## src/rtl/seg_pkg.sv

```systemverilog
// ---------------------------------------------------------------------------
// seg_pkg
// Shared definitions for the seven-segment scan controller:
//   - scan_state_e : two-phase scan FSM state (digit lit / inter-slot gap)
//   - SEG_A..SEG_DP: bit positions inside the 8-bit segment bus
//                    {dp,g,f,e,d,c,b,a}
//   - HEX_GLYPH    : hex digit 0..F to active-high segment pattern, indexed
//                    by the digit value, bit 0 = segment a ... bit 6 = g
// ---------------------------------------------------------------------------
package seg_pkg;

    typedef enum logic {
        ST_ON    = 1'b0,
        ST_BLANK = 1'b1
    } scan_state_e;

    localparam int NUM_DIGITS = 4;

    localparam int SEG_A  = 0;
    localparam int SEG_B  = 1;
    localparam int SEG_C  = 2;
    localparam int SEG_D  = 3;
    localparam int SEG_E  = 4;
    localparam int SEG_F  = 5;
    localparam int SEG_G  = 6;
    localparam int SEG_DP = 7;

    // Standard glyphs; lower-case b and d so they differ from 8 and 0.
    localparam logic [6:0] HEX_GLYPH [16] = '{
        7'h3F, 7'h06, 7'h5B, 7'h4F,   // 0 1 2 3
        7'h66, 7'h6D, 7'h7D, 7'h07,   // 4 5 6 7
        7'h7F, 7'h6F, 7'h77, 7'h7C,   // 8 9 A b
        7'h39, 7'h5E, 7'h79, 7'h71    // C d E F
    };

endpackage

```

## src/rtl/seg_scan_ctrl_decode.sv

```systemverilog
// ---------------------------------------------------------------------------
// seg_hex_decode
// Purely combinational hex-to-seven-segment decoder. Output is active-high;
// any pin polarity inversion happens at the output register of the top.
// Ports:
//   hex_i  in  4  hex digit value 0..F
//   seg_o  out 7  segments {g,f,e,d,c,b,a}, 1 = segment lit
// ---------------------------------------------------------------------------
module seg_hex_decode
    import seg_pkg::*;
(
    input  logic [3:0] hex_i,
    output logic [6:0] seg_o
);

    always_comb begin
        seg_o = HEX_GLYPH[hex_i];
    end

endmodule

```

## src/rtl/seg_scan_ctrl.sv

```systemverilog
// ---------------------------------------------------------------------------
// seg_scan_ctrl
// Scan scheduler for a 4-digit multiplexed seven-segment display.
// Each digit slot is an ON phase of 2^DWELL_LOG2 cycles followed by an
// all-off gap of BLANK_CYC cycles (anti-ghosting). Within the ON phase the
// digit is only driven during the first (bright+1)/8 of the dwell. Digit
// data is taken from shadow registers which are reloaded only on the frame
// boundary (last gap cycle of slot 3), so a frame never mixes old and new
// values.
//
// Ports:
//   clk         in   1  system clock
//   RSTn        in   1  synchronous reset, active-low
//   dig_val     in  16  four hex digits, [3:0] = digit 0 (rightmost)
//   dig_dot     in   4  decimal point per digit
//   dig_ena     in   4  digit enable (0 = slot dark, timing unchanged)
//   bright      in   3  brightness 0..7, captured with the shadow load
//   upd_req     in   1  host load request, level-sensitive
//   upd_ack     out  1  one-cycle pulse the cycle after a shadow load
//   seg         out  8  {dp,g,f,e,d,c,b,a}, polarity per SEG_ACTIVE_LOW
//   segcs       out  4  digit select, one-hot when lit, per CS_ACTIVE_LOW
//   frame_sync  out  1  high during the frame-boundary cycle
// ---------------------------------------------------------------------------
module seg_scan_ctrl
    import seg_pkg::*;
#(
    parameter int DWELL_LOG2     = 10,
    parameter int BLANK_CYC      = 64,
    parameter int SEG_ACTIVE_LOW = 1,
    parameter int CS_ACTIVE_LOW  = 1
) (
    input  logic        clk,
    input  logic        RSTn,
    input  logic [15:0] dig_val,
    input  logic [3:0]  dig_dot,
    input  logic [3:0]  dig_ena,
    input  logic [2:0]  bright,
    input  logic        upd_req,
    output logic        upd_ack,
    output logic [7:0]  seg,
    output logic [3:0]  segcs,
    output logic        frame_sync
);

    localparam int BLK_W = $clog2(BLANK_CYC + 1);

    localparam logic [DWELL_LOG2-1:0] ON_LAST  = {DWELL_LOG2{1'b1}};
    localparam logic [BLK_W-1:0]      BLK_LAST = BLK_W'(BLANK_CYC - 1);
    localparam logic [1:0]            IDX_LAST = 2'd3;

    // Pin level meaning "off"; XOR with the active-high value gives the pin.
    localparam logic [7:0] SEG_OFF = (SEG_ACTIVE_LOW != 0) ? 8'hFF : 8'h00;
    localparam logic [3:0] CS_OFF  = (CS_ACTIVE_LOW  != 0) ? 4'hF  : 4'h0;

    // ------------------------------------------------------------------
    // State
    // ------------------------------------------------------------------
    scan_state_e           state_q,   state_d;
    logic [1:0]            idx_q,     idx_d;
    logic [DWELL_LOG2-1:0] on_cnt_q,  on_cnt_d;
    logic [BLK_W-1:0]      blk_cnt_q, blk_cnt_d;

    logic [15:0]           sh_val_q,    sh_val_d;
    logic [3:0]            sh_dot_q,    sh_dot_d;
    logic [3:0]            sh_ena_q,    sh_ena_d;
    logic [2:0]            sh_bright_q, sh_bright_d;

    logic [7:0]            seg_q,        seg_d;
    logic [3:0]            segcs_q,      segcs_d;
    logic                  upd_ack_q,    upd_ack_d;
    logic                  frame_sync_q, frame_sync_d;

    // ------------------------------------------------------------------
    // Scan FSM next state
    // ------------------------------------------------------------------
    always_comb begin
        state_d   = state_q;
        idx_d     = idx_q;
        on_cnt_d  = on_cnt_q;
        blk_cnt_d = blk_cnt_q;

        unique case (state_q)
            ST_ON: begin
                // on_cnt wraps to 0 on the last dwell cycle by itself.
                on_cnt_d = on_cnt_q + DWELL_LOG2'(1);
                if (on_cnt_q == ON_LAST) begin
                    state_d   = ST_BLANK;
                    blk_cnt_d = '0;
                end
            end
            ST_BLANK: begin
                if (blk_cnt_q == BLK_LAST) begin
                    state_d  = ST_ON;
                    idx_d    = idx_q + 2'd1;
                    on_cnt_d = '0;
                end else begin
                    blk_cnt_d = blk_cnt_q + BLK_W'(1);
                end
            end
        endcase
    end

    // ------------------------------------------------------------------
    // Frame boundary and shadow handshake
    // ------------------------------------------------------------------
    logic boundary_now;
    logic boundary_next;
    logic load_shadow;

    assign boundary_now  = (state_q == ST_BLANK) && (idx_q == IDX_LAST) &&
                           (blk_cnt_q == BLK_LAST);
    // frame_sync is registered from the next-state view so that it is high
    // in the same cycle the FSM sits on the boundary.
    assign boundary_next = (state_d == ST_BLANK) && (idx_d == IDX_LAST) &&
                           (blk_cnt_d == BLK_LAST);
    assign load_shadow   = upd_req && boundary_now;

    always_comb begin
        sh_val_d    = sh_val_q;
        sh_dot_d    = sh_dot_q;
        sh_ena_d    = sh_ena_q;
        sh_bright_d = sh_bright_q;
        if (load_shadow) begin
            sh_val_d    = dig_val;
            sh_dot_d    = dig_dot;
            sh_ena_d    = dig_ena;
            sh_bright_d = bright;
        end
        upd_ack_d    = load_shadow;
        frame_sync_d = boundary_next;
    end

    // ------------------------------------------------------------------
    // Output datapath: mux current digit, decode, gate by enable and PWM
    // ------------------------------------------------------------------
    logic [3:0] cur_val;
    logic [6:0] glyph;
    logic       duty_ok;
    logic       lit;
    logic [7:0] seg_raw;
    logic [3:0] cs_raw;

    assign cur_val = sh_val_q[{idx_q, 2'b00} +: 4];

    seg_hex_decode u_decode (
        .hex_i (cur_val),
        .seg_o (glyph)
    );

    // Top three bits of on_cnt split the dwell into eighths; eighth k is
    // lit when k <= bright, so bright=7 is full duty and bright=0 is 1/8.
    assign duty_ok = (on_cnt_q[DWELL_LOG2-1 -: 3] <= sh_bright_q);
    assign lit     = (state_q == ST_ON) && sh_ena_q[idx_q] && duty_ok;

    genvar gi;
    generate
        for (gi = 0; gi < NUM_DIGITS; gi++) begin : g_cs
            assign cs_raw[gi] = lit && (idx_q == 2'(gi));
        end
    endgenerate

    always_comb begin
        seg_raw = '0;
        if (lit) begin
            seg_raw[SEG_A]  = glyph[SEG_A];
            seg_raw[SEG_B]  = glyph[SEG_B];
            seg_raw[SEG_C]  = glyph[SEG_C];
            seg_raw[SEG_D]  = glyph[SEG_D];
            seg_raw[SEG_E]  = glyph[SEG_E];
            seg_raw[SEG_F]  = glyph[SEG_F];
            seg_raw[SEG_G]  = glyph[SEG_G];
            seg_raw[SEG_DP] = sh_dot_q[idx_q];
        end
        seg_d   = seg_raw ^ SEG_OFF;
        segcs_d = cs_raw ^ CS_OFF;
    end

    // ------------------------------------------------------------------
    // Registers
    // ------------------------------------------------------------------
    always_ff @(posedge clk) begin
        if (!RSTn) begin
            state_q      <= ST_BLANK;
            idx_q        <= '0;
            on_cnt_q     <= '0;
            blk_cnt_q    <= '0;
            sh_val_q     <= '0;
            sh_dot_q     <= '0;
            sh_ena_q     <= '0;
            sh_bright_q  <= 3'd7;
            seg_q        <= SEG_OFF;
            segcs_q      <= CS_OFF;
            upd_ack_q    <= 1'b0;
            frame_sync_q <= 1'b0;
        end else begin
            state_q      <= state_d;
            idx_q        <= idx_d;
            on_cnt_q     <= on_cnt_d;
            blk_cnt_q    <= blk_cnt_d;
            sh_val_q     <= sh_val_d;
            sh_dot_q     <= sh_dot_d;
            sh_ena_q     <= sh_ena_d;
            sh_bright_q  <= sh_bright_d;
            seg_q        <= seg_d;
            segcs_q      <= segcs_d;
            upd_ack_q    <= upd_ack_d;
            frame_sync_q <= frame_sync_d;
        end
    end

    assign seg        = seg_q;
    assign segcs      = segcs_q;
    assign upd_ack    = upd_ack_q;
    assign frame_sync = frame_sync_q;

endmodule

```

## config.mk

```make
export PLATFORM = sky130hd
export DESIGN_NAME = seg_scan_ctrl
export DESIGN_NICKNAME = d
export VERILOG_FILES = /design/src/rtl/seg_pkg.sv /design/src/rtl/seg_scan_ctrl_decode.sv /design/src/rtl/seg_scan_ctrl.sv
export SDC_FILE = /design/constraint.sdc
export NUM_CORES = 1
export LEC_CHECK = 0
export ABC_AREA = 0
export CORE_AREA = 5 5 77 79
export CTS_CLUSTER_SIZE = 20
export DETAILED_ROUTE_END_ITERATION = 16
export DIE_AREA = 0 0 82 84
export PLACE_DENSITY_LB_ADDON = 0.08
export SLEW_MARGIN = 25
export SYNTH_ARGS = -nofsm -noshare
export SYNTH_HDL_FRONTEND = slang
export SYNTH_SLANG_ARGS = --single-unit
```

## constraint.sdc

```tcl
create_clock -name clk -period 4.7 [get_ports clk]
set_input_delay 0.94 -clock clk [delete_from_list [all_inputs] [get_ports clk]]
set_output_delay 0.94 -clock clk [all_outputs]
set_load 0.01 [all_outputs]
```

==> impl_metrics.env <==
export IMPL_p_leak_uw=0.001482
export IMPL_viasPerCell=5.593
export IMPL_clkPwrFrac_pct=42.4
export IMPL_synth_area_leaders="dfxtp_1 42%, mux2i_1 12%, ha_1 6.4%"
export IMPL_cts_resized=0
export IMPL_drcViolationCount=0
export IMPL_switchingPower_uw=217.4
export IMPL_grt_max_degree=39
export IMPL_multi_input_area_um2=1569
export IMPL_cts_buffer_depth=2
export IMPL_netlist_area_leader_share_pct=41.85
export IMPL_tritoncts="built"
export IMPL_yosysUniqueCellTypes=47
export IMPL_synth_nets=351
export IMPL_grt_ovfl_total=0
export IMPL_grt_pass1_wl_um=9846
export IMPL_rows=27
export IMPL_rsz0062_at_grt="false"
export IMPL_port_buffers=43
export IMPL_post_cts_buffers=0
export IMPL_hold_path_class="reg -> reg"
export IMPL_synthArstFlopShare_pct=0
export IMPL_drive_gt1_share_pct=9.402
export IMPL_syn_to_final_growth_pct=21.23
export IMPL_drv_slew=0
export IMPL_diodes=0
export IMPL_gr_usage_met3_pct=3.996
export IMPL_grt_util_met1_pct=25.12
export IMPL_grt_pass1_vias=2067
export IMPL_root_buffer="clkbuf_8"
export IMPL_seqPwrFrac_pct=53.2
export IMPL_comb_power_share_pct=4.4
export IMPL_holdWs_ns=0.4849
export IMPL_r2r_slack_ns=2.12
export IMPL_met2_usage_pct=26.75
export IMPL_drt_iter0_markers=162
export IMPL_clkSlewWorstSetupHoldPaths_ns=0.07
export IMPL_ys_ff_latch=61
export IMPL_place_gp_congestion=0.7658
export IMPL_crit_path_end="seg[0]"
export IMPL_fin_crit_ns=2.577
export IMPL_grt_usage_pct=18.25
export IMPL_worstPathRequired_ns=4.92
export IMPL_hold_buffers=0
export IMPL_status="completed"
export IMPL_rr_worst_depth=7
export IMPL_netlist_top_cells_count="61 x dfxtp_1, 43 x nor2_1, 34 x mux2i_1"
export IMPL_io_pins=44
export IMPL_busiest_layer="met2"
export IMPL_switching_share_pct=22.14
export IMPL_n_fill_cell=455
export IMPL_fin_nets=391
export IMPL_seq_area_um2=1221
export IMPL_critPathMaxFanout=10
export IMPL_fin_tns_setup_ns=0
export IMPL_setup_viol=0
export IMPL_ys_flop_type="dfxtp_1"
export IMPL_numCtsBuffers=9
export IMPL_crit_type="reg -> reg"
export IMPL_vdd_drop_max_v=0.0001956
export IMPL_die_w_um=82
export IMPL_drtAntennaViolNets=0
export IMPL_fp_dieH_um=84
export IMPL_cap_violations=0
export IMPL_dieArea_um2=6888
export IMPL_power_density_nw_per_um2=277.6
export IMPL_max_freq_mhz=388.1
export IMPL_fin_worst_skew_ns=0.005500
export IMPL_crit_arrival_ns=2.80
export IMPL_wl_per_cell_um=14.06
export IMPL_yosysMostFrequentCell="dfxtp_1"
export IMPL_relSlewSlack_pct=46.74
export IMPL_startpoint_type="register"
export IMPL_postSynthAreaPerCell_um2=9.535
export IMPL_vias=2366
export IMPL_report_final_hold_viol_count=0
export IMPL_synth_seq_area_share_pct=41.85
export IMPL_final_area_um2=3537
export IMPL_stdcell_count=423
export IMPL_cts_sinks=61
export IMPL_crit_start="idx_q[0]"
export IMPL_first_pass_iters=5
export IMPL_endpoint_kind="register"
export IMPL_period_share_pct=54.83
export IMPL_syn_inst=306
export IMPL_antenna_found_initial=0
export IMPL_rr_endpoint="seg[0]"
export IMPL_synth_edf_count=0
export IMPL_yosys_warnings=0
export IMPL_post_dp_cell_area_um2=3359
export IMPL_cts_htree_levels=3
export IMPL_dpl_hpwl_um=4052
export IMPL_syn_area_um2=2918
export IMPL_tightest_slew_ns=0.7978
export IMPL_wirelength_um=5946
export IMPL_worstReg2RegStart="idx_q[0]"
export IMPL_initial_utilization_pct=55.37
export IMPL_clock_latency_ns=0.33
export IMPL_synth_top_area_cell="dfxtp_1"
export IMPL_coreArea_um2=5270
export IMPL_dp_cells=407
export IMPL_intPower_uw=764.4
## worst min path at each step
| stage | startpoint | end | slack (ns) | depth (start not counted) |
|---|---|---|---|---|
| global route | on_cnt_q[6] | on_cnt_q[6] | 0.51 | 1 |
| finish | sh_bright_q[2] | sh_bright_q[2] | 0.48 | 2 |
| floorplan | sh_bright_q[1] | sh_bright_q[1] | 0.44 | 2 |
| detailed placement | sh_bright_q[2] | sh_bright_q[2] | 0.47 | 2 |
| CTS | sh_bright_q[2] | sh_bright_q[2] | 0.49 | 2 |
| global placement | on_cnt_q[6] | on_cnt_q[6] | 0.47 | 1 |
## state kept, by name, summed over array words and instances, names as in the netlist
signal and count:
idx_q 2, sh_dot_q 4, frame_sync 1, state_q 1, sh_ena_q 4, sh_bright_q 3
segcs 4, upd_ack 1, blk_cnt_q 7, sh_val_q 16, on_cnt_q 10, seg 8
## power by group through the flow
stage	Combinational, uW	Clock, uW	Sequential, uW
global placement	43.3	0	534
CTS	43.5	426	522
floorplan	15.3	0	533
finish	43.2	416	522
global route	46.4	450	522
detailed placement	43.2	0	534
## per-layer routing
| metal | vias to the layer above | routed length (um) |
|---|---|---|
| met5 | - | 0 |
| met1 | 1102 | 2811 |
| met3 | 8 | 374 |
| li1 | 1185 | - |
| met2 | 71 | 2663 |
| met4 | 0 | 95 |
## metrics by stage
stage,worst slack (ns),util (%),total power [uW]
after detailed placement,2.106,63.75,577.1
final,2.123,67.12,981.8
after global placement,2.017,63.75,577.1
after global routing,1.951,67.12,1019
after floorplan,2.602,-,548.5
after CTS,2.101,67.12,991.8
## cells by family after synthesis
kind of cell / count (synthesis) / synth area share (%)
xor+xnor: 3 / 0.9007
flops: 61 / 41.85
simple gates: 103 / 17.28
fa+ha+maj: 15 / 6.432
buf+inv: 26 / 4.374
compound gates: 55 / 12.39
mux: 43 / 16.77
## layout by cell type (no fill, tap or decap), types with 6 or more instances in the layout
cell type        instances
a21oi_1                 11
a31oi_1                  7
clkbuf_8                11
clkdlybuf4s50_1         43
dfxtp_1                 61
ha_1                    15
inv_1                    9
mux2i_1                 34
nand2_1                 20
nand3_1                 10
nand4_1                  6
nor2_1                  43
o21ai_0                 13
## worst max-delay path, cell delays in order (launching register included)
cell and delay [ns]:
dfxtp_1 0.69, mux4_2 0.68, inv_1 0.15, ha_1 0.28, nor2_1 0.09, a211oi_1 0.25
a21oi_1 0.07, o41ai_1 0.27
## final cells by class
type	instances	area share (%)
Tap cell	72	2.547
Multi-Input combinational cell	219	44.36
Clock buffer	12	4.386
Clock inverter	4	0.6367
Timing Repair Buffer	44	12.38
Inverter	11	1.167
Sequential cell	61	34.52
Note: power is estimated with default switching activity, not from simulation.
==> edit 1, RTL diff (same flow settings) <==
Register the output `seg` once more, cleared by the reset; this adds one clock of latency there. The other outputs are not delayed to match.
--- a/src/rtl/seg_scan_ctrl.sv
+++ b/src/rtl/seg_scan_ctrl.sv
@@ -210,3 +210,9 @@
 
-    assign seg        = seg_q;
+    always_ff @(posedge clk) begin
+        if (!RSTn) begin
+            seg <= '0;
+        end else begin
+            seg <= seg_q;
+        end
+    end
     assign segcs      = segcs_q;
Behaviour: not the same (a bounded check fails within 4 cycles, from zero or initial values and one cycle with RSTn low).
==> edit 1 against the unedited design <==
Global-route usage rose by 0.91 points. Final cell count rose by 7.8%. Power increased by 20%. Setup slack worse by 0.14 ns. Clock power increased by 28%. Area after synthesis up 7.0%. Clock skew up 0.0036 ns. Utilization up 4.8 points. Wire length increased by 3.1%. Sequential cell count increased by 8. Final area increased by 7.1%. Critical path type unchanged. Critical endpoint is now sh_val_q[15]$_SDFFE_PN0P_. Highest routed layer unchanged.
==> edit 1: results (changes against the unedited design) <==
GPL Wtd Cong=0.921 (+20%); worst-case clock skew=0.00909 ns (+0.00359 ns); 1st-iter DRT viols=111 (-31%); placed inst area=3570 µm² (+6.1%); total power=1.18 mW (+20%); Sequential Power Share=50.4% (-2.8 points); CTS sink count=69 (+13%); Rel. slew slack=29.6% (-17 points); largest net degree at the start of global routing=57 (+46%); vias in the first global route=2262 (+9.4%); syn_area_per_cell=9.13 µm² (-4.3%); area occupied by multi-input gates=1600 µm² (+2.2%); status=complete, no violations; inverter count=14 (+3); Post-Route WL=6130 µm (+3.1%); total track usage=19.2% (+0.91 points); post-DP HPWL=4200 µm (+3.7%); multi-input logic cell count=241 (+10%); dpl cells=440 (+8.1%); met2 Track Usage GR=29.2% (+2.5 points); GRT met1 Usage=25.6% (+0.46 points); fillers=425 (-6.6%); top cells by area, synth=dfxtp_1 44%, nand2_1 9.0%, a21boi_0 7.0%; global-route wire length before repair=10200 µm (+3.3%); register area share after synthesis=44.2% (+2.4 points); fraction of area in multi-input gates=42.3% (-2.0 points); met2 wire len=2680 µm (+0.68%); Metal-1 WL=3050 µm (+8.4%); buffer share of cell area=11.6% (-0.83 points); layout cells sized above 1=5.47% (-3.9 points); hold path cells=1 (-1); critical path arrival=2.98 ns (+0.18 ns); CTS buffer count=9 (unchanged); # hold bufs at CTS=0 (unchanged); Layout Nets=424 (+8.4%); clock buf count=10 (-2); combinational power=0.0528 mW (+22%); highest clock rate=368 MHz (-5.2%); Vias=2451 (+3.6%); postcts setup bufs=0 (unchanged); WL met3=299 µm (-20%); GRT met3 Usage=4.86% (+0.86 points); switching power=0.243 mW (+12%); Synth top cells by count=75 x nand2_1, 69 x dfxtp_1, 29 x a21boi_0, 15 x ha_1, 14 x inv_1; depth of the most critical reg-to-reg path=6 (-1); sequential share of cell area=36.4% (+1.9 points); Pre-Repair DR Iteration Count=4 (-1); syn_nets=387 (+10%); R2R Setup Slk=1.98 ns (-0.14 ns); Finished Layout Cells=456 (+7.8%); Final clock-cell share=5.91% (+0.89 points); crit path max fanout=30 (+20); Worst VDD drop=0.195 mV (-0.49%); Leak=1.41 nW (-4.6%); Synth cell types=45 (-4.3%)
-- edit 1: worst paths after layout --
| kind | to | start |
|---|---|---|
| max | sh_val_q[15]$_SDFFE_PN0P_ | blk_cnt_q[0]$_SDFF_PN0_ |
| max reg2reg | sh_val_q[15]$_SDFFE_PN0P_ | blk_cnt_q[0]$_SDFF_PN0_ |
| min | seg[3]$_SDFF_PN0_ | seg_q[3]$_SDFF_PN1_ |
| min reg2reg | seg[3]$_SDFF_PN0_ | seg_q[3]$_SDFF_PN1_ |
-- edit 1: logic make-up after synthesis --
kind of cell,Yosys count,synth area share [%]
muxes,12,7.29
and+or+nand+nor,139,21.2
adders and majority gates,15,6.01
DFF,69,44.2
buffers and inverters,32,4.37
AOI/OAI and AO/OA,72,16.0
xor gates and xnor gates,3,0.842
-- edit 1: critical path, cell delays in order, from the launching register on --
cell and delay, ns:
dfxtp_1 0.47, ha_1 0.27, nand4_1 0.16, nor3_1 0.43, and3_1 0.94, nand2_1 0.15
a21boi_0 0.19
==> edit 2, RTL diff (same flow settings) <==
Without the edit above. The parameter `DWELL_LOG2` goes from 10 to 9.
--- a/src/rtl/seg_scan_ctrl.sv
+++ b/src/rtl/seg_scan_ctrl.sv
@@ -26,3 +26,3 @@
 #(
-    parameter int DWELL_LOG2     = 10,
+    parameter int DWELL_LOG2     = 9,
     parameter int BLANK_CYC      = 64,
Behaviour: no difference found for any inputs over 10 cycles, from zero or initial values and one cycle with RSTn low; that may be too few to reach the edited logic, so the function may still have changed.
==> edit 2 against the unedited design <==
Global-route usage is 0.11 points higher. Wire length down 2.3%. Power increased by 19%. Area after synthesis up 2.0%. Sequential cell count down 1. Synthesized cell count down 1.3%. Die area is the same. Final area increased by 3.1%. Setup slack got worse by 0.22 ns. Utilization rose by 2.1 points.
==> edit 2: results (changes against the unedited design) <==
critical path arrival=3.07 ns (+0.27 ns); Hold Path Origin=sh_bright_q[0]$_SDFFE_PN1P_; GPL Wtd Cong=0.810 (+5.7%); antenna violations before repair=0 (unchanged); Reg with most FFs=sh_val_q; max incr delay on CP=0.78 ns (+0.09 ns); compound-gate portion of the synthesized area=10.1% (-2.3 points); total track usage=18.4% (+0.11 points); vias in the first global route=2023 (-2.1%); xor/xnor cell area share of the yosys netlist=2.06% (+1.2 points); asr flop ratio synth=0% (unchanged); Post-Route WL=5810 µm (-2.3%); Slowest-stage cell, CP=dfxtp_1; Post-Place Setup Slack=1.89 ns (-0.220 ns); layout cells sized above 1=7.87% (-1.5 points); top-count cell post-synth=dfxtp_1; hold path cells=2 (unchanged); max reg flops=16 (unchanged); post-DP HPWL=4070 µm (+0.56%); depth of the most critical reg-to-reg path=8 (+1); Layout Nets=384 (-1.8%); Port-buffer cells=43 (unchanged); Synth cell types=45 (-4.3%); Resized cells post-CTS=0 (unchanged); H-tree depth=3 (unchanged); syn_nets=348 (-0.85%); Yosys Warn Count=0 (unchanged); mux cell area share after synthesis=14.3% (-2.4 points); Reg2Reg Launch Point=idx_q[0]$_SDFF_PN0_; Clk Latency, worst-skew pair=0.34 ns; Rel. slew slack=43.9% (-2.9 points); postcts setup bufs=0 (unchanged); largest net degree at the start of global routing=30 (-23%); clk root buf=clkbuf_8; top cells by area, synth=dfxtp_1 40%, mux2i_1 9.4%, nor2b_1 7.4%; clock slew at reported path FFs=0.07 ns (about the same); Synth Area in Adders=6.73% (+0.30 points); worst-case clock skew=0.00641 ns (+0.000914 ns); Bufs on Longest Clock Path=2 (unchanged); register area share after synthesis=40.4% (-1.5 points); Leak=1.27 nW (-14%); crit path kind=register to register; Pre-Repair DR Iteration Count=4 (-1); 1st-iter DRT viols=123 (-24%); Worst VDD drop=0.298 mV (+52%); status=complete, no violations; vias per cell=5.36 (-4.1%); crit path max fanout=16 (+6); Synth top cells by count=60 x dfxtp_1, 35 x nor2b_1, 28 x mux2i_1, 22 x nand2_1, 16 x ha_1; Hold WC Path Type=register to register; fillers=412 (-9.5%); global-route wire length before repair=9670 µm (-1.8%)
edit 2: power by group:
part / total [mW] / internal (mW) / switching (mW)
registers: 0.514 / 0.511 / 0.00321
clock network: 0.610 / 0.410 / 0.199
logic: 0.0441 / 0.0305 / 0.0136
edit 2: metrics by stage:
stage | total power [mW] | instances | instance area [µm²]
2_1_floorplan | 0.541 | 302 | 2980
3_3_place_gp | 0.569 | 399 | 3380
3_5_place_dp | 0.569 | 399 | 3380
4_1_cts | 1.18 | 415 | 3650
5_1_grt | 1.20 | 415 | 3650
6_report | 1.17 | 415 | 3650
edit 2: cell type report:
type	instances	share of cell area, %
clock buffer	13	4.90
clock inverter	3	2.47
timing repair buffer	45	12.2
multi-input combinational	211	43.9
sequential	60	32.9
tap	72	2.47
inverter	11	1.13
edit 2: path summary, 6_finish.rpt:
| check | end | slack, ns |
|---|---|---|
| worst min-delay path | sh_bright_q[0]$_SDFFE_PN1P_ | 0.49 |
| worst min register to register | sh_bright_q[0]$_SDFFE_PN1P_ | 0.49 |
| worst max register to register | seg[0]$_SDFF_PN1_ | 1.90 |
| worst max-delay path | seg[0]$_SDFF_PN1_ | 1.90 |
edit 2: logic make-up after synthesis:
family                   Yosys count
adder cells (fa/ha/maj)           16
AO/OA/AOI/OAI                     46
flip-flops                        60
AND/OR/NAND/NOR                  107
multiplexers                      35
XOR/XNOR                           7
buffers and inverters             31
edit 2: worst max-delay path, delay by kind of cell (launching register included):
family	cells	cell delay [ns]
compound gates	3	0.50
mux	2	0.80
flops	1	0.78
simple gates	1	0.17
fa+ha+maj	1	0.33
buf+inv	1	0.16
edit 2: per-layer routing:
layer	wire, µm	GRT usage [%]	part of all wire (%)
met4	94	8.61	1.6
met3	367	5.94	6.3
met2	2570	24.8	44
met1	2780	26.1	48
met5	0	0	0
